$ cat src/rtl/kl_arbiter_nby1.sv
// kl_arbiter_nby1: merges N_PORTS KLink uplinks onto one downlink.
// Requests are granted round-robin and held across write bursts; responses
// are steered back by destination ID and held across read bursts.
// Optional feature macro: KL_ARB_DROP_UNROUTED_EN -- when defined, responses
// whose dstid maps to no uplink are sunk (whole burst); otherwise they stall.
module kl_arbiter_nby1 #(
  parameter int         N_PORTS         = 4,
  parameter logic [4:0] SRC_ID_BASE     = 5'd0,
  parameter int         MAX_BURST_WIDTH = 4
) (
  input  logic                  clk,
  input  logic                  rst,
  input  logic [N_PORTS*32-1:0] up_req_addr,
  input  logic [N_PORTS-1:0]    up_req_wen,
  input  logic [N_PORTS*64-1:0] up_req_wdata,
  input  logic [N_PORTS*8-1:0]  up_req_wmask,
  input  logic [N_PORTS*3-1:0]  up_req_size,
  input  logic [N_PORTS-1:0]    up_req_valid,
  output logic [N_PORTS-1:0]    up_req_ready,
  output logic [N_PORTS*64-1:0] up_resp_rdata,
  output logic [N_PORTS-1:0]    up_resp_valid,
  input  logic [N_PORTS-1:0]    up_resp_ready,
  output logic [31:0]           dn_req_addr,
  output logic                  dn_req_wen,
  output logic [63:0]           dn_req_wdata,
  output logic [7:0]            dn_req_wmask,
  output logic [2:0]            dn_req_size,
  output logic [4:0]            dn_req_srcid,
  output logic                  dn_req_valid,
  input  logic                  dn_req_ready,
  input  logic [63:0]           dn_resp_rdata,
  input  logic [2:0]            dn_resp_size,
  input  logic [4:0]            dn_resp_dstid,
  input  logic                  dn_resp_valid,
  output logic                  dn_resp_ready
);

  localparam int IDX_W  = (N_PORTS > 1) ? $clog2(N_PORTS) : 1;
  localparam int CNT_W  = MAX_BURST_WIDTH;
  localparam int BEAT_W = MAX_BURST_WIDTH + 1;
  localparam logic [4:0] N5 = 5'(N_PORTS);

  typedef logic [IDX_W-1:0] idx_t;
  typedef logic [CNT_W-1:0] cnt_t;
  typedef enum logic [1:0] {REQ_IDLE, REQ_HOLD, REQ_BURST} req_state_t;
  typedef enum logic {RSP_IDLE, RSP_BURST} rsp_state_t;

  // Beats in a transfer: bytes/8, never less than one.
  function automatic logic [BEAT_W-1:0] beats_of(input logic [2:0] size);
    if (size <= 3'd3) return BEAT_W'(1);
    return BEAT_W'(1) << (size - 3'd3);
  endfunction

  // Per-port views of the flattened request buses.
  logic [31:0] addr_a  [N_PORTS];
  logic [63:0] wdata_a [N_PORTS];
  logic [7:0]  wmask_a [N_PORTS];
  logic [2:0]  size_a  [N_PORTS];

  for (genvar g = 0; g < N_PORTS; g++) begin : g_unpack
    assign addr_a[g]  = up_req_addr[g*32 +: 32];
    assign wdata_a[g] = up_req_wdata[g*64 +: 64];
    assign wmask_a[g] = up_req_wmask[g*8 +: 8];
    assign size_a[g]  = up_req_size[g*3 +: 3];
  end

  // Request channel state
  req_state_t        req_state, req_state_n;
  idx_t              owner, owner_n;
  idx_t              last_grant, last_grant_n;
  cnt_t              req_cnt, req_cnt_n;
  idx_t              rr_pick, cand, cur_owner;
  logic              rr_found;
  logic              req_hs;
  logic [BEAT_W-1:0] req_beats;

  // Round-robin search starting one past the last granted port.
  always_comb begin
    rr_pick  = last_grant;
    rr_found = 1'b0;
    cand     = '0;
    for (int k = 1; k <= N_PORTS; k++) begin
      cand = idx_t'((int'(last_grant) + k) % N_PORTS);
      if (!rr_found && up_req_valid[cand]) begin
        rr_found = 1'b1;
        rr_pick  = cand;
      end
    end
  end

  assign cur_owner    = (req_state == REQ_IDLE) ? rr_pick : owner;
  assign dn_req_addr  = addr_a[cur_owner];
  assign dn_req_wen   = up_req_wen[cur_owner];
  assign dn_req_wdata = wdata_a[cur_owner];
  assign dn_req_wmask = wmask_a[cur_owner];
  assign dn_req_size  = size_a[cur_owner];
  assign dn_req_srcid = SRC_ID_BASE + 5'(cur_owner);
  assign req_beats    = beats_of(size_a[cur_owner]);
  assign req_hs       = dn_req_valid && dn_req_ready;

  // Downlink valid and uplink ready follow the current owner combinationally.
  always_comb begin
    dn_req_valid = 1'b0;
    up_req_ready = '0;
    if (!rst) begin
      if (req_state == REQ_IDLE) begin
        dn_req_valid = rr_found;
        if (rr_found) up_req_ready[cur_owner] = dn_req_ready;
      end else begin
        dn_req_valid = up_req_valid[owner];
        up_req_ready[owner] = dn_req_ready;
      end
    end
  end

  // Request FSM next state: hold an unaccepted winner, lock for write bursts.
  always_comb begin
    req_state_n  = req_state;
    owner_n      = owner;
    last_grant_n = last_grant;
    req_cnt_n    = req_cnt;
    case (req_state)
      REQ_IDLE, REQ_HOLD: begin
        if (req_hs) begin
          last_grant_n = cur_owner;
          owner_n      = cur_owner;
          if (dn_req_wen && (req_beats > BEAT_W'(1))) begin
            req_state_n = REQ_BURST;
            req_cnt_n   = cnt_t'(req_beats - BEAT_W'(1));
          end else begin
            req_state_n = REQ_IDLE;
          end
        end else if ((req_state == REQ_IDLE) && rr_found) begin
          req_state_n = REQ_HOLD;
          owner_n     = rr_pick;
        end
      end
      REQ_BURST: begin
        if (req_hs) begin
          req_cnt_n = req_cnt - cnt_t'(1);
          if (req_cnt == cnt_t'(1)) req_state_n = REQ_IDLE;
        end
      end
      default: req_state_n = REQ_IDLE;
    endcase
  end

  // Request FSM registers; last_grant resets so that port 0 wins first.
  always_ff @(posedge clk) begin
    if (rst) begin
      req_state  <= REQ_IDLE;
      owner      <= '0;
      last_grant <= idx_t'(N_PORTS - 1);
      req_cnt    <= '0;
    end else begin
      req_state  <= req_state_n;
      owner      <= owner_n;
      last_grant <= last_grant_n;
      req_cnt    <= req_cnt_n;
    end
  end

  // Response channel state
  rsp_state_t        rsp_state, rsp_state_n;
  idx_t              rsp_port, rsp_port_n;
  cnt_t              rsp_cnt, rsp_cnt_n;
  logic [5:0]        dst_diff;
  logic              dst_ok;
  logic              route_ok;
  idx_t              rsp_route;
  logic              rsp_hs;
  logic [BEAT_W-1:0] rsp_beats;
`ifdef KL_ARB_DROP_UNROUTED_EN
  logic              rsp_drop, rsp_drop_n;
`endif

  assign dst_diff  = {1'b0, dn_resp_dstid} - {1'b0, SRC_ID_BASE};
  assign dst_ok    = !dst_diff[5] && (dst_diff[4:0] < N5);
  assign rsp_route = (rsp_state == RSP_BURST) ? rsp_port : idx_t'(dst_diff[4:0]);
`ifdef KL_ARB_DROP_UNROUTED_EN
  assign route_ok  = (rsp_state == RSP_BURST) ? !rsp_drop : dst_ok;
`else
  assign route_ok  = (rsp_state == RSP_BURST) ? 1'b1 : dst_ok;
`endif
  assign rsp_beats     = beats_of(dn_resp_size);
  assign rsp_hs        = dn_resp_valid && dn_resp_ready;
  assign up_resp_rdata = {N_PORTS{dn_resp_rdata}};

  // Steer the response valid/ready pair to the routed port.
  always_comb begin
    up_resp_valid = '0;
    dn_resp_ready = 1'b0;
    if (!rst && dn_resp_valid) begin
      if (route_ok) begin
        up_resp_valid[rsp_route] = 1'b1;
        dn_resp_ready            = up_resp_ready[rsp_route];
      end
`ifdef KL_ARB_DROP_UNROUTED_EN
      else begin
        dn_resp_ready = 1'b1;
      end
`endif
    end
  end

  // Response FSM next state: lock the route for the length of a read burst.
  always_comb begin
    rsp_state_n = rsp_state;
    rsp_port_n  = rsp_port;
    rsp_cnt_n   = rsp_cnt;
`ifdef KL_ARB_DROP_UNROUTED_EN
    rsp_drop_n  = rsp_drop;
`endif
    case (rsp_state)
      RSP_IDLE: begin
        if (rsp_hs && (rsp_beats > BEAT_W'(1))) begin
          rsp_state_n = RSP_BURST;
          rsp_port_n  = rsp_route;
          rsp_cnt_n   = cnt_t'(rsp_beats - BEAT_W'(1));
`ifdef KL_ARB_DROP_UNROUTED_EN
          rsp_drop_n  = !dst_ok;
`endif
        end
      end
      RSP_BURST: begin
        if (rsp_hs) begin
          rsp_cnt_n = rsp_cnt - cnt_t'(1);
          if (rsp_cnt == cnt_t'(1)) rsp_state_n = RSP_IDLE;
        end
      end
      default: rsp_state_n = RSP_IDLE;
    endcase
  end

  // Response FSM registers.
  always_ff @(posedge clk) begin
    if (rst) begin
      rsp_state <= RSP_IDLE;
      rsp_port  <= '0;
      rsp_cnt   <= '0;
`ifdef KL_ARB_DROP_UNROUTED_EN
      rsp_drop  <= 1'b0;
`endif
    end else begin
      rsp_state <= rsp_state_n;
      rsp_port  <= rsp_port_n;
      rsp_cnt   <= rsp_cnt_n;
`ifdef KL_ARB_DROP_UNROUTED_EN
      rsp_drop  <= rsp_drop_n;
`endif
    end
  end

endmodule

$ cat config.mk
export PLATFORM = sky130hd
export DESIGN_NAME = kl_arbiter_nby1
export DESIGN_NICKNAME = d
export VERILOG_FILES = /design/src/rtl/kl_arbiter_nby1.sv
export SDC_FILE = /design/constraint.sdc
export NUM_CORES = 1
export LEC_CHECK = 0
export ABC_AREA = 1
export CAP_MARGIN = 10
export CORE_AREA = 2 2 350 352
export DETAILED_ROUTE_END_ITERATION = 8
export DIE_AREA = 0 0 352 354
export DONT_BUFFER_PORTS = 1
export HOLD_SLACK_MARGIN = 0.05
export SYNTH_ARGS = -nofsm -noshare
export SYNTH_HDL_FRONTEND = slang
export SYNTH_SLANG_ARGS = --single-unit
$ cat constraint.sdc
create_clock -name clk -period 7.2 [get_ports clk]
set_input_delay 1.8 -clock clk [delete_from_list [all_inputs] [get_ports clk]]
set_output_delay 1.8 -clock clk [all_outputs]
set_load 0.005 [all_outputs]
==> reports/metrics.yaml <==
finalClockSkew_ns: 0.00169
synth_xor_area_frac: 0.00581
drc_errors: 0
syn2layout_area_growth_pct: 3.34
via_per_inst: 2.69
synth_compound_area_frac: 0.216
insertion_delay_ns: 0.26
synthSimpleGateAreaFrac: 0.315
grt_pass1_vias: 5705
ys_seq_area_frac: 0.0564
drt_iter0_markers: 634
antenna_found_initial: 43
clock_path_buffers: 2
grt_max_degree: 80
crit_path_end_kind: "primary output"
fin_crit_sh: 0.831
synth_top_area_cell: "buf_4"
ys_ff_latch: 17
yosysUniqueCellTypes: 41
drive_gt1_frac: 0.0569
cts_setup_buffers: 0
ctsHtreeMaxLevel: 1
timing.final.hold_violations: 0
slowest_delay_ns: 0.70
rsz0062_at_grt: "false"
synth-adder-area-share: 0.0228
hold_depth: 2
die-height_microns: 354
async_flop_share: 0
tightestPinTransition_ns: 0.823
slew_headroom: 0.451
first_pass_iters: 6
grt_pass1_wl_microns: 66600
crit_arrival_ns: 4.18
maxSlewViolCount: 0
fin_nets: 1248
grt_usage: 0.0840
core_area_sq_um: 121000
synthesis.area_sq_um: 6030
avgSynthCellArea_sq_um: 5.98
stdcell_area_sq_um: 6230
holdPathEnd: "rsp_port[1]"
ys_warn_count: 0
place_area_sq_um: 6110
crit_required_ns: 5.40
maxCapViolations: 0
critPathBufInv: 1
die_x_microns: 352
synth_ff_type: "dfxtp_1"
pin_count: 895
cts.sinks: 17
synth_top_family_by_area: "buffers and inverters"
peakVddDrop_mv: 0.328
post-dp-hpwl_microns: 51800
post_drt_wl_per_cell_microns: 24.0
hold_buffers: 0
crit_chain: "nand2_1 > nand2_1 > nand2_1 > nand2_1 > nand2_2 > nand2_1 > nand2_1 > nand3_2 > nand2_2 > nor2_4 > buf_12 > a22oi_1 > nand3_1"
post_cts_resize_count: 0
path_max_fanout: 78
mostFrequentLayoutCell: "nand2_1"
cts_tree: "built"
cts_buffers: 3
max_freq_ghz: 0.167
status: "finished clean"
timing.rr.start: "last_grant[0]"
r2r_cells: 27
cts-root-buf: "clkbuf_16"
synthMuxAreaShare: 0
synth_area_leaders: "buf_4 (32%), nand2_1 (17%), a22oi_1 (16%), nand3_1 (9.0%), dfxtp_1 (5.6%)"
setup_violations: 0
r2r_slack_ns: 2.81
initial_utilization: 0.0499
fin_tns_setup_ns: 0
nFillCells: 14400
start_kind: "input port"
cpMaxStageDelayCell: "a22oi_1"
place.gp.congestion: 1.00
crit_family: "simple AND/OR/NAND/NOR gates"
io_buffers: 0
clk_pin_slew_worst_paths_ns: 0.05
die_area_sq_um: 125000
crit_top_cell: "nand2_1"
finalWirelength_microns: 56600
worstHoldPathType: "reg2reg"
r2r-end: "req_cnt[2]"
synth_edf_count: 0
rows: 128
crit_type: "in2out"
p_leak_nw: 1.95
yosysTopAreaCellShare: 0.322
synthesis.instances: 1009
ant_nets: 0
power.density_nw_per_um2: 356
hp-start: "rsp_port[1]"
min_period_ns: 5.98
via_count: 6338
overflow: 0
final_cell_mix: "nand2_1 (266), a22oi_1 (131), nand3_1 (109)"
[worst register-to-register path: stages, from the launching register on]
cell     delay, ns
dfxtp_1       0.56
nand2_1       0.14
nand2_1       0.12
nand2_1       0.06
nand2_1       0.07
nand2_2       0.06
nand2_1       0.08
nand2_1       0.06
nand3_2       0.11
nand2_2       0.12
nor2_4        0.63
buf_12        0.32
nand2_1       0.30
nand2_1       0.15
nor2_4        0.10
ha_1          0.34
inv_1         0.16
nand2_1       0.10
nor2_1        0.18
nand3_2       0.10
nand2_1       0.07
nand2_1       0.06
nand2_2       0.08
nand2_4       0.07
nand2_4       0.09
nand2_1       0.06
nand2_1       0.05
nor2_1        0.04
[stage by stage]
| step | std cells | utilization | power (mW) | hold slack (ns) | worst slack, ns |
|---|---|---|---|---|---|
| 6_report | 2360 | 0.0515 | 2.22 | 0.451 | 1.22 |
| 5_1_grt | 2356 | 0.0514 | 2.42 | 0.485 | 1.03 |
| 4_1_cts | 2345 | 0.0512 | 2.25 | 0.457 | 1.11 |
| 3_5_place_dp | 2341 | 0.0506 | 2.11 | 0.448 | 1.11 |
| 3_3_place_gp | 2341 | 0.0506 | 2.08 | 0.443 | 1.20 |
| 2_1_floorplan | 1011 | - | 1.51 | 0.429 | 2.02 |
[report_power, final]
group	leakage, nW	total (mW)	switching (mW)	internal [mW]
Combinational	1.77	1.97	1.41	0.555
Sequential	0.138	0.131	0.0220	0.109
Clock	0.0410	0.117	0.0425	0.0746
Total	1.95	2.22	1.48	0.739
[registers in the layout, indices dropped and copies added (netlist names)]
name and flops:
owner 2, req_cnt 4, req_state 2, rsp_cnt 4
rsp_state 1, last_grant 2, rsp_port 2
[routing by layer]
metal | routed length [microns] | global-route usage
met2 | 23600 | 0.124
met4 | 2220 | 0.0291
met3 | 8970 | 0.0599
met5 | 69 | 0.00340
met1 | 21800 | 0.0932
[kinds of logic after synthesis]
group           count (synthesis)
simple gates                  438
buf+inv                       354
compound gates                184
flops                          17
fa+ha+maj                      11
xor+xnor                        4
other cells                     1
[cells in the mapped netlist (all sizes together), types with 6 or more instances]
master  count
dfxtp      17
a22oi     131
nor2       29
o21ai      22
buf       274
nor3       10
nand3     112
a21oi      17
nand2     274
clkbuf     34
inv        46
ha         11
nand4       6
[area by class of cell]
cell class | instances | area [sq um] | area share
inverter | 46 | 178 | 0.0285
clock buffer | 3 | 75.1 | 0.0120
tap | 1625 | 2030 | 0.326
timing repair buffer | 13 | 160 | 0.0257
sequential | 17 | 340 | 0.0546
antenna | 15 | 37.5 | 0.00602
clock inverter | 1 | 5.00 | 0.000803
multi-input combinational | 640 | 3400 | 0.546
[worst max-delay path by stage]
stage	start	endpoint	slack (ns)	depth (start not counted)
after floorplan	up_req_valid[0]	up_req_ready[3]	2.02	14
after global placement	up_req_valid[1]	dn_req_wen	1.20	7
after CTS	up_req_valid[1]	dn_req_wen	1.11	7
final	up_req_valid[2]	dn_req_addr[26]	1.22	13
after global routing	up_req_valid[1]	dn_req_wen	1.03	7
after detailed placement	up_req_valid[1]	dn_req_wen	1.11	7
Note: power is estimated with default switching activity, not from simulation.
